<file path="src/rtl/boot_pkg.sv">
`default_nettype none
// ============================================================================
//  Module      : boot_pkg
//  Description : Shared types and constants for the ROM bootloader. Holds
//                the loader state encoding, the default CPU reset hold
//                time and the framing widths of the host byte stream.
//  Revision    : 1.0 - initial release
// ============================================================================
package boot_pkg;

  // Loader states, in frame order followed by the terminal states.
  typedef enum logic [2:0] {
    ST_LEN  = 3'd0,
    ST_HI   = 3'd1,
    ST_LO   = 3'd2,
    ST_CSUM = 3'd3,
    ST_HOLD = 3'd4,
    ST_RUN  = 3'd5,
    ST_ERR  = 3'd6
  } boot_state_e;

  // Cycles the CPU stays in reset after a good checksum.
  localparam int unsigned DEFAULT_RESET_HOLD = 3;

  // Frame format: byte-wide stream, 16-bit instruction words sent high
  // byte first, so each word is two stream bytes.
  localparam int unsigned BYTE_W = 8;
  localparam int unsigned WORD_W = 2 * BYTE_W;

endpackage : boot_pkg
`default_nettype wire

</file>
<file path="src/rtl/boot_loader.sv">
`default_nettype none
// ============================================================================
//  Module      : boot_loader
//  Description : Receives a framed byte stream (LEN, 2*LEN data bytes,
//                XOR checksum) over valid/ready, packs byte pairs into
//                16-bit words and writes them to ROM addresses 0..LEN-1.
//                On a good checksum the CPU is released from reset after
//                RESET_HOLD cycles; on a bad one the loader parks in ERR.
//  Ports       : clock/reset    - clock, async active-low reset
//                in_data/in_valid/in_ready - byte stream handshake
//                start          - reload request (RUN or ERR only)
//                boot_active    - loader owns the ROM port (mux select)
//                boot_we/boot_addr/boot_data - ROM write port
//                cpu_reset      - active-high CPU reset
//                done/error     - load succeeded / checksum mismatch
//  Revision    : 1.0 - initial release
// ============================================================================
module boot_loader
  import boot_pkg::*;
#(
  parameter int unsigned ADDR_W     = 8,
  parameter int unsigned RESET_HOLD = DEFAULT_RESET_HOLD
) (
  input  logic              clock,
  input  logic              reset,
  input  logic [BYTE_W-1:0] in_data,
  input  logic              in_valid,
  output logic              in_ready,
  input  logic              start,
  output logic              boot_active,
  output logic              boot_we,
  output logic [ADDR_W-1:0] boot_addr,
  output logic [WORD_W-1:0] boot_data,
  output logic              cpu_reset,
  output logic              done,
  output logic              error
);

  localparam int unsigned HOLD_W = (RESET_HOLD > 2) ? $clog2(RESET_HOLD) : 1;
  localparam logic [HOLD_W-1:0] C_HOLD_LAST = HOLD_W'(RESET_HOLD - 1);

  boot_state_e       state_q, state_d;
  logic [BYTE_W-1:0] cnt_q, cnt_d;     // words still to receive
  logic [BYTE_W-1:0] hi_q, hi_d;       // high byte of the word in flight
  logic [BYTE_W-1:0] csum_q, csum_d;
  logic [ADDR_W-1:0] addr_q, addr_d;
  logic [WORD_W-1:0] data_q, data_d;
  logic              we_q, we_d;
  logic [HOLD_W-1:0] hold_q, hold_d;
  logic              w_fire;

  // Status outputs decode straight from the state register so they all
  // change on the same edge as the state transition.
  assign in_ready    = (state_q == ST_LEN) || (state_q == ST_HI) ||
                       (state_q == ST_LO)  || (state_q == ST_CSUM);
  assign boot_active = (state_q != ST_RUN);
  assign cpu_reset   = (state_q != ST_RUN);
  assign done        = (state_q == ST_RUN);
  assign error       = (state_q == ST_ERR);
  assign boot_we     = we_q;
  assign boot_addr   = addr_q;
  assign boot_data   = data_q;

  assign w_fire = in_valid & in_ready;

  always_comb begin
    state_d = state_q;
    cnt_d   = cnt_q;
    hi_d    = hi_q;
    csum_d  = csum_q;
    addr_d  = addr_q;
    data_d  = data_q;
    we_d    = 1'b0;
    hold_d  = hold_q;

    // The address steps on the edge that ends the write cycle, so the
    // ROM sees a stable address for the whole strobe.
    if (we_q) begin
      addr_d = addr_q + ADDR_W'(1);
    end

    unique case (state_q)
      ST_LEN: begin
        if (w_fire) begin
          cnt_d   = in_data;
          csum_d  = in_data;
          state_d = (in_data == '0) ? ST_CSUM : ST_HI;
        end
      end
      ST_HI: begin
        if (w_fire) begin
          hi_d    = in_data;
          csum_d  = csum_q ^ in_data;
          state_d = ST_LO;
        end
      end
      ST_LO: begin
        if (w_fire) begin
          csum_d  = csum_q ^ in_data;
          data_d  = {hi_q, in_data};
          we_d    = 1'b1;
          cnt_d   = cnt_q - BYTE_W'(1);
          state_d = (cnt_q == BYTE_W'(1)) ? ST_CSUM : ST_HI;
        end
      end
      ST_CSUM: begin
        if (w_fire) begin
          hold_d  = '0;
          state_d = (in_data == csum_q) ? ST_HOLD : ST_ERR;
        end
      end
      ST_HOLD: begin
        if (hold_q == C_HOLD_LAST) begin
          state_d = ST_RUN;
        end else begin
          hold_d = hold_q + HOLD_W'(1);
        end
      end
      ST_RUN, ST_ERR: begin
        if (start) begin
          state_d = ST_LEN;
          addr_d  = '0;
          csum_d  = '0;
          cnt_d   = '0;
          hold_d  = '0;
        end
      end
      default: begin
        state_d = ST_LEN;
      end
    endcase
  end

  always_ff @(posedge clock or negedge reset) begin
    if (!reset) begin
      state_q <= ST_LEN;
      cnt_q   <= '0;
      hi_q    <= '0;
      csum_q  <= '0;
      addr_q  <= '0;
      data_q  <= '0;
      we_q    <= 1'b0;
      hold_q  <= '0;
    end else begin
      state_q <= state_d;
      cnt_q   <= cnt_d;
      hi_q    <= hi_d;
      csum_q  <= csum_d;
      addr_q  <= addr_d;
      data_q  <= data_d;
      we_q    <= we_d;
      hold_q  <= hold_d;
    end
  end

endmodule : boot_loader
`default_nettype wire

</file>
<file path="config.mk">
export PLATFORM = sky130hd
export DESIGN_NAME = boot_loader
export DESIGN_NICKNAME = d
export VERILOG_FILES = /design/src/rtl/boot_pkg.sv /design/src/rtl/boot_loader.sv
export SDC_FILE = /design/constraint.sdc
export NUM_CORES = 1
export LEC_CHECK = 0
export CAP_MARGIN = 20
export CORE_MARGIN = 4
export CORE_UTILIZATION = 40
export CTS_BUF_LIST = sky130_fd_sc_hd__clkbuf_16
export DETAILED_ROUTE_END_ITERATION = 7
export GPL_TIMING_DRIVEN = 0
export PLACE_DENSITY = 0.74
export SYNTH_ARGS = -nofsm -noshare
export SYNTH_HDL_FRONTEND = slang
export SYNTH_SLANG_ARGS = --single-unit
export TNS_END_PERCENT = 5
</file>
<file path="constraint.sdc">
create_clock -name clock -period 2.3 [get_ports clock]
set_input_delay 0.46 -clock clock [delete_from_list [all_inputs] [get_ports clock]]
set_output_delay 0.46 -clock clock [all_outputs]
set_load 0.005 [all_outputs]
</file>
==> results.md <==
- The flow ran to the end, and the final reports show no timing, DRC or antenna violations.
- The clock insertion delay at the later pin of the skew report is 290 ps.
- A synthesized cell averages 11.4 um^2.
- The critical path's largest stage delay is 490 ps.
- The number of buffers added for setup after CTS is 0.
- The critical path goes through nand2b_4, nor2_2, inv_1, buf_4, clkdlybuf4s50_1.
- Dividing the detail-routed via count by the number of cells gives 5.62.
- The die outline height is 92.8 um.
- The filler cell count in the final layout is 659.
- The die covers 0.00861 mm^2.
- In the routed design, unresolved DRC markers number 0.
- The netlist uses 50 different library cells.
- The critical path starts at state_q[1]$_DFFE_PN0P_.
- After legalization and detailed placement, the total HPWL measured 4570 um.
- The number of antenna violations at the first check in global routing is 0.
- The number of buffer and inverter instances along the worst setup path is 3.
- The post-placement cell area is 0.00342 mm^2.
- The path class of the lowest-slack min-delay path is input port to asynchronous set/reset pin.
- Of the total power, the share spent switching nets is 0.365.
- The final design area excluding fillers is 0.00357 mm^2.
- The required time of the critical path is 1840 ps.
- The synthesized design contains 54 register bits.
- The pin count of the biggest net entering global routing is 29.
- The post-synth net total is 269.
- The post-synthesis compound-gate area fraction was 0.148.
- The setup skew after layout is 5.51 ps.
- Measured against the total synthesized area, the mux share comes to 0.120.
- After synthesis, the most frequently instantiated cells are sky130_fd_sc_hd__dfrtp_1 (54), sky130_fd_sc_hd__mux2_2 (27), sky130_fd_sc_hd__a21oi_1 (17).
- The proportion of synthesized chip area in sequential cells is 0.470.
- The cell taking the most area after synthesis is sky130_fd_sc_hd__dfrtp_1.
- At the pin with the least slew margin, the transition time is 775 ps.
- The smallest clock period supported by the final layout is computed as 2200 ps.
- STA classifies the critical path endpoint as an output port.
- The synthesized netlist occupies a cell area of 0.00288 mm^2.
- The total detailed-routing wirelength is 6510 um.
- The max capacitance violation total is 0.
- Cell internal power was estimated by the tool at 3130 uW.
- The largest fanout on the critical path is 6.
- Counting every instance in the synthesized netlist gives 253.
- The global router's overall resource usage is 0.162.
- Dividing total power by cell area gives a power density of 1380 mW/mm^2.
- The number of flops mapped to enable cells by yosys is 0.
- Routability-driven placement finished with a final weighted congestion of 0.862.
- 0 antenna diodes ended up in the layout.
- The total number of placement rows is 30.
- The leakage dissipation is 0.00140 uW.
- Data arrives at the worst endpoint at 1740 ps.
- The detail route stage leaves a number of antenna-violating nets equal to 0.
- The share of the clock period used by the worst path is 0.959.
- The hold violation count in the final report was 0.
- The starting density of the core is 0.416.
- The post-placement cell count is 391.
- After clock tree synthesis, the clock-pin slew on the worst setup and hold paths is 60 ps.
- The endpoint of the most critical register-to-register path is boot_data[13]$_DFFE_PN0P_.
- Of the total synthesized cell area, the portion taken by AND, OR, NAND and NOR gates is 0.168.
- The count of pins over their slew limit is 0.
- The leading register cell type out of synthesis is sky130_fd_sc_hd__dfrtp_1.
- The floorplan step defined a core boundary enclosing 0.00691 mm^2.
- Pin placement for this block handled 42 I/O pins.
- After detailed routing, the average wire length per cell comes to 16.4 um.
- The total of endpoints with negative setup slack in the final report is 0.
- The post-synthesis async set-or-reset flop share is 1.00.
- The net total in the final layout is 317.
- The final non-filler cell total is 397.
- The largest delay contributor family on the critical path is buffers and inverters.
- Hold repair after CTS inserted 0 buffers.
- The routed layout has 2,233 vias.
- Setup repair after global routing left no endpoint under its margin.
- The kind of start point of the critical path is a register.
- After the first detailed-routing iteration, the DRC count stood at 123.
- The post-synthesis share of cell area spent on xor and xnor gates is 0.0426.
- Of the cells placed in the final design, the portion with a size suffix greater than 1 is 0.216.
- The global-route wire length before repair is 11,100 um.
- Of the total synthesized cell area, the portion taken by full adders, half adders and majority gates is 0.0209.
- The die is 92.8 um wide.
- The leading cell type by number of instances after synthesis is sky130_fd_sc_hd__dfrtp_1.
- For this run the aggregate overflow at the end of global routing stands at 0.
- The launching point of the worst reg2reg path is state_q[2]$_DFFE_PN0P_.
- After synthesis, the largest family of logic cells by area is simple AND/OR/NAND/NOR gates.
- In this run the tightest slew margin relative to its limit is 0.480.
- The hold slack is 185 ps.
- The clock drives 54 sinks.
- The worst-case IR drop observed on VDD is 0.581 mV.
- Setup slack on the worst reg-to-reg path comes out at 440 ps.
- The type of the worst setup path is register to output port.
- The portion of synthesized cell area occupied by the leading cell type is 0.470.
- Yosys printed 0 warnings.
- The share of total power dissipated in combinational logic is 0.494.
- The clock root buffer is sky130_fd_sc_hd__clkbuf_16.
- Yosys attributes the largest share of cell area to sky130_fd_sc_hd__dfrtp_1 (47%), sky130_fd_sc_hd__mux2_2 (11%), sky130_fd_sc_hd__xnor2_1 (3.4%).
- The share of total power dissipated in sequential elements is 0.360.
- The worst setup slack before clock tree synthesis is -51.8 ps.
- The H-tree generated during clock tree synthesis spans 2 levels.
- The highest achievable clock rate is 454 MHz.
- The area growth from synthesis to final layout is 24.1%.
- Across all setup checks in the final design, the least slack found is 95.3 ps.
- The logic depth of the worst register-to-register path is 5.
- The number of global-route vias before repair came to 2,190.
- Summed over all nets, the switching power comes to 1800 uW.
- The slowest cell on the critical path is sky130_fd_sc_hd__clkdlybuf4s50_1.
- The number of buffers added on ports is 41.
- TritonCTS created 5 clock buffers.
- The clock tree from TritonCTS is yes.
- The power share of the clock group is 0.146.
- The clock passes through at most 2 buffers.
- The first detailed-routing pass took 5 iterations.
layout make-up:
class                   instances  area, um^2  area share
clock inverters                 2        11.3     0.00316
multi-input cells             182        1450       0.406
well taps                      96         120      0.0337
plain buffers                   9        58.8      0.0165
flip-flops and latches         54        1350       0.379
inverters                       7        26.3     0.00736
clock buffers                   5         125      0.0351
repair buffers                 42         425       0.119
sequential cells by signal (all words and copies together), names as in the netlist:
signal     flops
boot_addr      8
csum_q         8
boot_data     16
boot_we        1
cnt_q          8
hi_q           8
state_q        3
hold_q         2
cells by family (layout without fill, tap and decap cells):
kind of cell,Yosys count,count (layout)
mux,31,31
buf+inv,17,65
fa+ha+maj,5,5
compound gates,58,58
xor+xnor,14,14
flops,54,54
simple gates,74,74
worst reg2reg max path: cells and delay by family (launching register included):
kind / cells / cell delay [ps]
flops: 1 / 420
mux: 1 / 350
simple gates: 2 / 530
buf+inv: 2 / 440
metal layers:
metal	track usage	wire length, um	up-vias	share of wire
met1	0.223	2970	1108	0.46
met2	0.259	3090	72	0.47
li1	-	-	1037	-
met3	0.0317	349	16	0.054
met5	0	0	-	0
met4	0.0513	110	0	0.017
how the worst max path moves through the flow:
stage | cells past startpoint | slack (ps) | to
floorplan | 5 | 690 | boot_data[6]$_DFFE_PN0P_
global placement | 1 | -910 | boot_data[9]$_DFFE_PN0P_
detailed placement | 6 | -50 | boot_data[13]$_DFFE_PN0P_
CTS | 5 | 6 | cpu_reset
global route | 5 | 40 | cpu_reset
finish | 5 | 100 | cpu_reset
power groups by stage:
stage	registers [uW]	clock network (uW)	logic (uW)
after floorplan	1730	0	1550
after global placement	1760	0	2350
after detailed placement	1780	0	2420
after CTS	1770	741	2450
after global routing	1850	776	2680
final	1770	718	2430
stage by stage:
stage,total power (uW),utilization,TNS [ps]
3_3_place_gp,4110,0.493,-49340
4_1_cts,4950,0.516,0
6_report,4920,0.517,0
3_5_place_dp,4190,0.495,-417
2_1_floorplan,3280,-,0
5_1_grt,5310,0.517,0
cells in the final DEF (no fill, tap or decap), types with 2 or more instances in the layout:
master / count
sky130_fd_sc_hd__buf_2: 3
sky130_fd_sc_hd__o21ai_1: 3
sky130_fd_sc_hd__nor3_1: 5
sky130_fd_sc_hd__or3b_2: 8
sky130_fd_sc_hd__or3_1: 5
sky130_fd_sc_hd__nand3_1: 3
sky130_fd_sc_hd__o22ai_1: 4
sky130_fd_sc_hd__a21oi_1: 17
sky130_fd_sc_hd__o2bb2ai_1: 7
sky130_fd_sc_hd__or3b_1: 9
sky130_fd_sc_hd__nor2_1: 15
sky130_fd_sc_hd__nand4_1: 4
sky130_fd_sc_hd__inv_1: 7
sky130_fd_sc_hd__mux2i_1: 3
sky130_fd_sc_hd__a221o_1: 8
sky130_fd_sc_hd__clkbuf_16: 5
sky130_fd_sc_hd__xor2_1: 3
sky130_fd_sc_hd__nor3b_1: 2
sky130_fd_sc_hd__nand2_1: 6
sky130_fd_sc_hd__nor2_2: 3
sky130_fd_sc_hd__ha_1: 4
sky130_fd_sc_hd__or4_1: 2
sky130_fd_sc_hd__clkdlybuf4s50_1: 40
sky130_fd_sc_hd__o21ai_0: 7
sky130_fd_sc_hd__xnor2_1: 11
sky130_fd_sc_hd__nor2b_1: 2
sky130_fd_sc_hd__buf_4: 4
sky130_fd_sc_hd__a22oi_1: 3
sky130_fd_sc_hd__dfrtp_1: 53
sky130_fd_sc_hd__mux2_2: 27
sky130_fd_sc_hd__nand2b_1: 2
repair_timing:
item / CTS / global route
endpoints found under the hold margin: 0 / 0
endpoints found under the setup margin: 2 / 2
gates resized for setup: 3 / 2
(Power assumes the default switching activity.)
